$ cat config.mk
export PLATFORM = sky130hd
export DESIGN_NAME = uart_tx_param_flat
export DESIGN_NICKNAME = d
export VERILOG_FILES = /design/src/rtl/uart_tx_param_if.sv /design/src/rtl/uart_tx_param.sv /design/src/flat_wrapper.sv
export SDC_FILE = /design/constraint.sdc
export NUM_CORES = 1
export LEC_CHECK = 0
export BUFFER_PORTS_ARGS = -buffer_cell sky130_fd_sc_hd__buf_2
export CELL_PAD_IN_SITES_DETAIL_PLACEMENT = 1
export CELL_PAD_IN_SITES_GLOBAL_PLACEMENT = 1
export CORE_MARGIN = 2
export CORE_UTILIZATION = 49
export DETAILED_ROUTE_END_ITERATION = 10
export PLACE_DENSITY = 0.84
export SKIP_CTS_REPAIR_TIMING = 1
export SLEW_MARGIN = 25
export SYNTH_ARGS = -nofsm -noshare
export SYNTH_HDL_FRONTEND = slang
export SYNTH_SLANG_ARGS = --single-unit
$ cat constraint.sdc
create_clock -name clk -period 3 [get_ports clk]
set_input_delay 0.6 -clock clk [delete_from_list [all_inputs] [get_ports clk]]
set_output_delay 0.6 -clock clk [all_outputs]
set_load 0.01 [all_outputs]
$ cat src/rtl/uart_tx_param_if.sv
// Character handshake between the UART register block and the transmitter.
// Latency: none, this is wiring only.
// Backpressure: the transmitter holds tx_ready low while its queue is full.
interface uart_tx_param_if #(
  parameter int DATA_BITS = 8
);
  logic [DATA_BITS-1:0] tx_data;
  logic                 tx_valid;
  logic                 tx_ready;

  // Register block side: offers characters.
  modport master (
    output tx_data,
    output tx_valid,
    input  tx_ready
  );

  // Transmitter side: accepts characters.
  modport slave (
    input  tx_data,
    input  tx_valid,
    output tx_ready
  );
endinterface

$ cat src/rtl/uart_tx_param.sv
// Parametrised UART transmitter with a small character queue ahead of the shifter.
// Latency: push into an empty queue while idle drives the start bit 2 clocks later.
// Backpressure: tx_ready = !full; when full, offered characters are dropped.

// Generic synchronous FIFO. Writes when wr_vld & wr_rdy and pops on rd_pop.
// rd_dat always shows the head entry.
// The caller only pops when count != 0.
module uart_tx_param_fifo #(
  parameter int WIDTH = 8,
  parameter int DEPTH = 4
) (
  input  logic                     clk,
  input  logic                     rst,
  input  logic                     wr_vld,
  output logic                     wr_rdy,
  input  logic [WIDTH-1:0]         wr_dat,
  input  logic                     rd_pop,
  output logic [WIDTH-1:0]         rd_dat,
  output logic [$clog2(DEPTH):0]   count
);
  localparam int PW = $clog2(DEPTH);
  localparam logic [PW:0] FULL_CNT = (PW+1)'(DEPTH);

  logic [WIDTH-1:0] mem_q [DEPTH];
  logic [WIDTH-1:0] mem_d [DEPTH];
  logic [PW-1:0]    wr_ptr_q, wr_ptr_d;
  logic [PW-1:0]    rd_ptr_q, rd_ptr_d;
  logic [PW:0]      count_q, count_d;
  logic             push;

  assign wr_rdy = (count_q != FULL_CNT);
  assign push   = wr_vld & wr_rdy;
  assign rd_dat = mem_q[rd_ptr_q];
  assign count  = count_q;

  // Next-state for storage, pointers (wrap by width) and occupancy.
  always_comb begin
    mem_d    = mem_q;
    wr_ptr_d = wr_ptr_q;
    rd_ptr_d = rd_ptr_q;
    count_d  = count_q;
    if (push) begin
      mem_d[wr_ptr_q] = wr_dat;
      wr_ptr_d        = wr_ptr_q + 1'b1;
    end
    if (rd_pop) begin
      rd_ptr_d = rd_ptr_q + 1'b1;
    end
    case ({push, rd_pop})
      2'b10:   count_d = count_q + 1'b1;
      2'b01:   count_d = count_q - 1'b1;
      default: count_d = count_q;
    endcase
  end

  // Queue state registers; reset empties the queue.
  always_ff @(posedge clk or negedge rst) begin
    if (!rst) begin
      for (int i = 0; i < DEPTH; i++) mem_q[i] <= '0;
      wr_ptr_q <= '0;
      rd_ptr_q <= '0;
      count_q  <= '0;
    end else begin
      mem_q    <= mem_d;
      wr_ptr_q <= wr_ptr_d;
      rd_ptr_q <= rd_ptr_d;
      count_q  <= count_d;
    end
  end
endmodule

module uart_tx_param #(
  parameter int DATA_BITS   = 8,
  parameter int PARITY_MODE = 1,
  parameter int STOP_BITS   = 1,
  parameter int BIT_CYCLES  = 5208,
  parameter int FIFO_DEPTH  = 4
) (
  input  logic                          clk,
  input  logic                          rst,
  uart_tx_param_if.slave                bus,
  output logic                          tx,
  output logic                          tx_busy,
  output logic                          tx_done,
  output logic [$clog2(FIFO_DEPTH):0]   fifo_count,
  output logic [2:0]                    tx_state_out
);
  localparam int STOP_CYCLES = STOP_BITS * BIT_CYCLES;
  localparam int TW          = $clog2(STOP_CYCLES);
  localparam int CW          = $clog2(DATA_BITS);

  localparam logic [TW-1:0] BIT_LAST  = TW'(BIT_CYCLES - 1);
  localparam logic [TW-1:0] STOP_LAST = TW'(STOP_CYCLES - 1);
  localparam logic [CW-1:0] DATA_LAST = CW'(DATA_BITS - 1);

  localparam logic [2:0] S_IDLE   = 3'd0;
  localparam logic [2:0] S_START  = 3'd1;
  localparam logic [2:0] S_DATA   = 3'd2;
  localparam logic [2:0] S_PARITY = 3'd3;
  localparam logic [2:0] S_STOP   = 3'd4;

  logic [2:0]           state_q, state_d;
  logic [TW-1:0]        timer_q, timer_d;
  logic [CW-1:0]        bit_cnt_q, bit_cnt_d;
  logic [DATA_BITS-1:0] shreg_q, shreg_d;
  logic                 par_q, par_d;
  logic                 tx_q, tx_d;
  logic                 busy_q, busy_d;
  logic                 done_q, done_d;

  logic                 pop;
  logic [DATA_BITS-1:0] head;
  logic                 head_par;
  logic                 have_data;

  uart_tx_param_fifo #(
    .WIDTH (DATA_BITS),
    .DEPTH (FIFO_DEPTH)
  ) u_fifo (
    .clk    (clk),
    .rst    (rst),
    .wr_vld (bus.tx_valid),
    .wr_rdy (bus.tx_ready),
    .wr_dat (bus.tx_data),
    .rd_pop (pop),
    .rd_dat (head),
    .count  (fifo_count)
  );

  assign have_data = (fifo_count != '0);
  // Even parity is the XOR of the data bits; odd parity inverts it.
  assign head_par  = (PARITY_MODE == 2) ? ~(^head) : (^head);

  // Frame sequencer: bit timer restarts on every state entry, pops on frame start.
  always_comb begin
    state_d   = state_q;
    timer_d   = timer_q + 1'b1;
    bit_cnt_d = bit_cnt_q;
    shreg_d   = shreg_q;
    par_d     = par_q;
    pop       = 1'b0;
    done_d    = 1'b0;
    case (state_q)
      S_IDLE: begin
        timer_d = '0;
        if (have_data) begin
          pop     = 1'b1;
          shreg_d = head;
          par_d   = head_par;
          state_d = S_START;
        end
      end
      S_START: begin
        if (timer_q == BIT_LAST) begin
          timer_d   = '0;
          bit_cnt_d = '0;
          state_d   = S_DATA;
        end
      end
      S_DATA: begin
        if (timer_q == BIT_LAST) begin
          timer_d   = '0;
          shreg_d   = shreg_q >> 1;
          bit_cnt_d = bit_cnt_q + 1'b1;
          if (bit_cnt_q == DATA_LAST) begin
            bit_cnt_d = '0;
            state_d   = (PARITY_MODE != 0) ? S_PARITY : S_STOP;
          end
        end
      end
      S_PARITY: begin
        if (timer_q == BIT_LAST) begin
          timer_d = '0;
          state_d = S_STOP;
        end
      end
      S_STOP: begin
        if (timer_q == STOP_LAST) begin
          timer_d = '0;
          done_d  = 1'b1;
          if (have_data) begin
            // Back-to-back: next start bit follows the stop bit directly.
            pop     = 1'b1;
            shreg_d = head;
            par_d   = head_par;
            state_d = S_START;
          end else begin
            state_d = S_IDLE;
          end
        end
      end
      default: begin
        timer_d = '0;
        state_d = S_IDLE;
      end
    endcase
  end

  // Line level for the current state; registered one clock behind the state.
  always_comb begin
    tx_d = 1'b1;
    case (state_q)
      S_START:  tx_d = 1'b0;
      S_DATA:   tx_d = shreg_q[0];
      S_PARITY: tx_d = par_q;
      default:  tx_d = 1'b1;
    endcase
    busy_d = (state_d != S_IDLE);
  end

  // Sequencer and output registers; reset aborts any frame with the line high.
  always_ff @(posedge clk or negedge rst) begin
    if (!rst) begin
      state_q   <= S_IDLE;
      timer_q   <= '0;
      bit_cnt_q <= '0;
      shreg_q   <= '0;
      par_q     <= 1'b0;
      tx_q      <= 1'b1;
      busy_q    <= 1'b0;
      done_q    <= 1'b0;
    end else begin
      state_q   <= state_d;
      timer_q   <= timer_d;
      bit_cnt_q <= bit_cnt_d;
      shreg_q   <= shreg_d;
      par_q     <= par_d;
      tx_q      <= tx_d;
      busy_q    <= busy_d;
      done_q    <= done_d;
    end
  end

  assign tx           = tx_q;
  assign tx_busy      = busy_q;
  assign tx_done      = done_q;
  assign tx_state_out = state_q;
endmodule

$ cat src/flat_wrapper.sv
// flat-port wrapper written by rule: the top's interface ports become plain ports
module uart_tx_param_flat 
#(
  parameter int DATA_BITS   = 8,
  parameter int PARITY_MODE = 1,
  parameter int STOP_BITS   = 1,
  parameter int BIT_CYCLES  = 5208,
  parameter int FIFO_DEPTH  = 4
)
  (clk, rst, tx, tx_busy, tx_done, fifo_count, tx_state_out, bus_tx_data, bus_tx_valid, bus_tx_ready);
  uart_tx_param_if #(.DATA_BITS(DATA_BITS)) bus_i ();
  input  logic clk;
  input  logic rst;
  output logic tx;
  output logic tx_busy;
  output logic tx_done;
  output logic [$clog2(FIFO_DEPTH):0] fifo_count;
  output logic [2:0] tx_state_out;
  input wire logic [$bits(bus_i.tx_data)-1:0] bus_tx_data;
  input wire logic [$bits(bus_i.tx_valid)-1:0] bus_tx_valid;
  output wire logic [$bits(bus_i.tx_ready)-1:0] bus_tx_ready;
  assign bus_i.tx_data = bus_tx_data;
  assign bus_i.tx_valid = bus_tx_valid;
  assign bus_tx_ready = bus_i.tx_ready;
  uart_tx_param #(.DATA_BITS(DATA_BITS), .PARITY_MODE(PARITY_MODE), .STOP_BITS(STOP_BITS), .BIT_CYCLES(BIT_CYCLES), .FIFO_DEPTH(FIFO_DEPTH)) u_core (.clk(clk), .rst(rst), .bus(bus_i), .tx(tx), .tx_busy(tx_busy), .tx_done(tx_done), .fifo_count(fifo_count), .tx_state_out(tx_state_out));
endmodule
==> run metrics <==
status=finished, final reports clean; CTS tree=done; First-pass DRT Iterations=4; clock sinks=70; Post-synth ARST share=100%; Die ar.=roughly 7600 um2; Max Cap Viol=0; I/O Buffers=20; crit end category=register; Net Sw Frac=35.2%; fmax=~400 MHz; startpoint types=register; Max-Slew Margin vs Limit=between 50% and 60%; vias in the first global route=between 2000 and 2500; WL final=6.66 mm; synthesized area=3370 um2; Cells after Synth=~270; cell row count=30; Die Span Y=around 87 um; Switch Pwr=1.39 mW; CTS Buffer Depth=2; Data required, critical path=about 3300 ps; RSZ-0062 raised after global routing=false; detailed placement HPWL=approximately 4.4 mm; Mean Syn Cell Area=approximately 12 um2; Peak VDD IR=0.000516 V; fin area=between 3000 and 4000 um2; setup TNS=0 ps; Die X-Extent=86.9 um; H-tree depth=3; Net Count, Synth=293; # fillers=704; Initial Util=50.1%; worst-skew pair later-pin latency=350 ps; reg2reg start=u_core.timer_q[0]; cell-internal power=2.55 mW; Ports=21; Post-synth EDFFs=0; Cell Pwr Density=1050 nW/um2; GRT Resource Usage Total=around 20%; n_diodes=0; via/cell ratio=approximately 5.6; Placer Congestion=0.782; CP max FO=8; Setup Viol. Count Final=0; first-pass GRT wire length=11.4 mm; Critical R2R Capture=u_core.u_fifo.count[2]; Worst-path clk slew=80 ps; worst slack, placed=about 590 ps; global route overflow=0; placed insts=367; Reg2Reg Setup Slack=500 ps; DR DRC count=0; Final period util=between 80% and 90%; Yosys cell types=40; Via Count=2136; synth cell count leaders=dfrtp_1 (69), mux2_2 (32), nor2_1 (28); Sequential Power Share=a little over two fifths; Post-Layout Cell Count=383; Core Util, Final=55.8%; Final #Nets=between 300 and 400; worst min path class=primary input to asynchronous set/reset pin; synthesis-to-layout area growth=11.3%; CP Class=register to register; crit path to=u_core.u_fifo.count[2]; critical path arrival=between 2000 and 3000 ps; r2r worst-path depth=10; final setup margin=between 500 and 600 ps; synthesis warning total=0; Worst Skew=12.4 ps; count leader, synth=dfrtp_1; Slew Viols, Final=0; ys flop type=dfrtp_1; fin crit period=2500 ps; initial DRC count=slightly below 60; largest cells by area after synthesis=dfrtp_1 (51%), mux2_2 (11%), mux4_2 (5.3%); Yosys top cell area share=51.2%; Leakage=1.62 nW; Seq/Total Area, Yosys=approximately 52%; Area after DPL=about 3500 um2; Routed Antenna Nets=0; clk root buf=clkbuf_8; share of cells above drive strength 1=28.7%; largest net degree at the start of global routing=about 70; Core Box Area=6720 um2; cell taking the most area after synthesis=dfrtp_1; hold slack=~270 ps; Logic pwr share=39.0%; Hold Vio Cnt, Final=0; clock power share=between 10% and 20%; CTS Buf Count=9; worst slew pin tran=630 ps; initial antenna violation count=0; Synth Register Bits=70; Power Total=3.94 mW; crit path from=u_core.timer_q[0]; Wirelength per Cell=~17 um
[cell type report]
cell class              instances  area [um2]  share of cell area (%)
flip-flops and latches         70        1750                    46.8
multi-input cells             183        1520                    40.6
repair buffers                 23         135                    3.60
clock buffers                  10         128                    3.40
well taps                      80         100                    2.67
clock inverters                 6        71.3                    1.90
inverters                      11        41.3                    1.10
[power groups by stage]
stage	registers (mW)	logic, mW	clock network (mW)
floorplan	1.52	1.28	0
CTS	1.64	1.57	0.785
global placement	1.62	1.45	0
detailed placement	1.65	1.54	0
global route	1.70	1.68	0.820
finish	1.64	1.53	0.764
[placed cells by master (no fill, tap or decap), types with 2 or more instances in the layout]
cell type,count
clkinvlp_4,2
clkinv_4,2
xnor2_1,17
nor2b_1,4
nand2_1,18
o31ai_1,2
inv_1,11
nor3b_1,2
nand4_1,2
ha_1,8
buf_4,2
xor2_1,9
buf_2,20
mux2i_1,7
dfrtp_1,69
o21ai_0,5
clkbuf_8,9
mux4_2,8
nor3_1,3
mux2_2,32
nor2_1,28
nand3_1,8
a21oi_1,13
[logic make-up (layout without fill, tap and decap cells)]
logic type                 Yosys count  after routing  synth area share (%)
and+or+nand+nor                     76             76                  11.7
muxes                               47             47                  18.1
buffers and inverters               20             50                  2.86
DFF                                 70             70                  52.0
adders and majority gates            9              9                  3.56
AOI/OAI and AO/OA                   25             25                  4.98
xor gates and xnor gates            26             26                  6.76
[worst min-delay path by stage]
stage	start	end	slack [ps]	depth (start not counted)
floorplan	rst	u_core.bit_cnt_q[0]	300	0
global placement	u_core.u_fifo.mem_q[23]	u_core.u_fifo.mem_q[23]	480	1
detailed placement	u_core.u_fifo.mem_q[20]	u_core.u_fifo.mem_q[20]	490	1
CTS	rst	u_core.u_fifo.wr_ptr_q[0]	260	2
global route	rst	u_core.bit_cnt_q[2]	290	2
finish	rst	u_core.bit_cnt_q[1]	270	2
[layer usage]
layer,global-route usage [%],vias to the layer above,share of wire [%]
met4,7.53,0,1.7
met5,0,-,0
met1,25.1,1099,45
met3,5.78,12,2.9
met2,33.1,27,50
li1,-,998,-
[critical path: stages, from the launching register on]
cell	delay [ps]
dfrtp_1	420
ha_1	260
and4bb_2	290
nand3_4	140
a21oi_2	240
ha_1	220
inv_1	60
fa_1	370
xor2_1	150
nor2_1	110
xor2_1	140
[flip-flops by register name, summed over array words and instances (netlist names)]
signal,count
u_core.u_fifo.mem_q,32
u_core.timer_q,13
u_core.shreg_q,8
u_core.bit_cnt_q,3
u_core.tx_state_out,3
u_core.u_fifo.count,3
u_core.u_fifo.rd_ptr_q,2
u_core.u_fifo.wr_ptr_q,2
u_core.par_q,1
u_core.tx,1
u_core.tx_busy,1
u_core.tx_done,1
(Power assumes the default switching activity.)
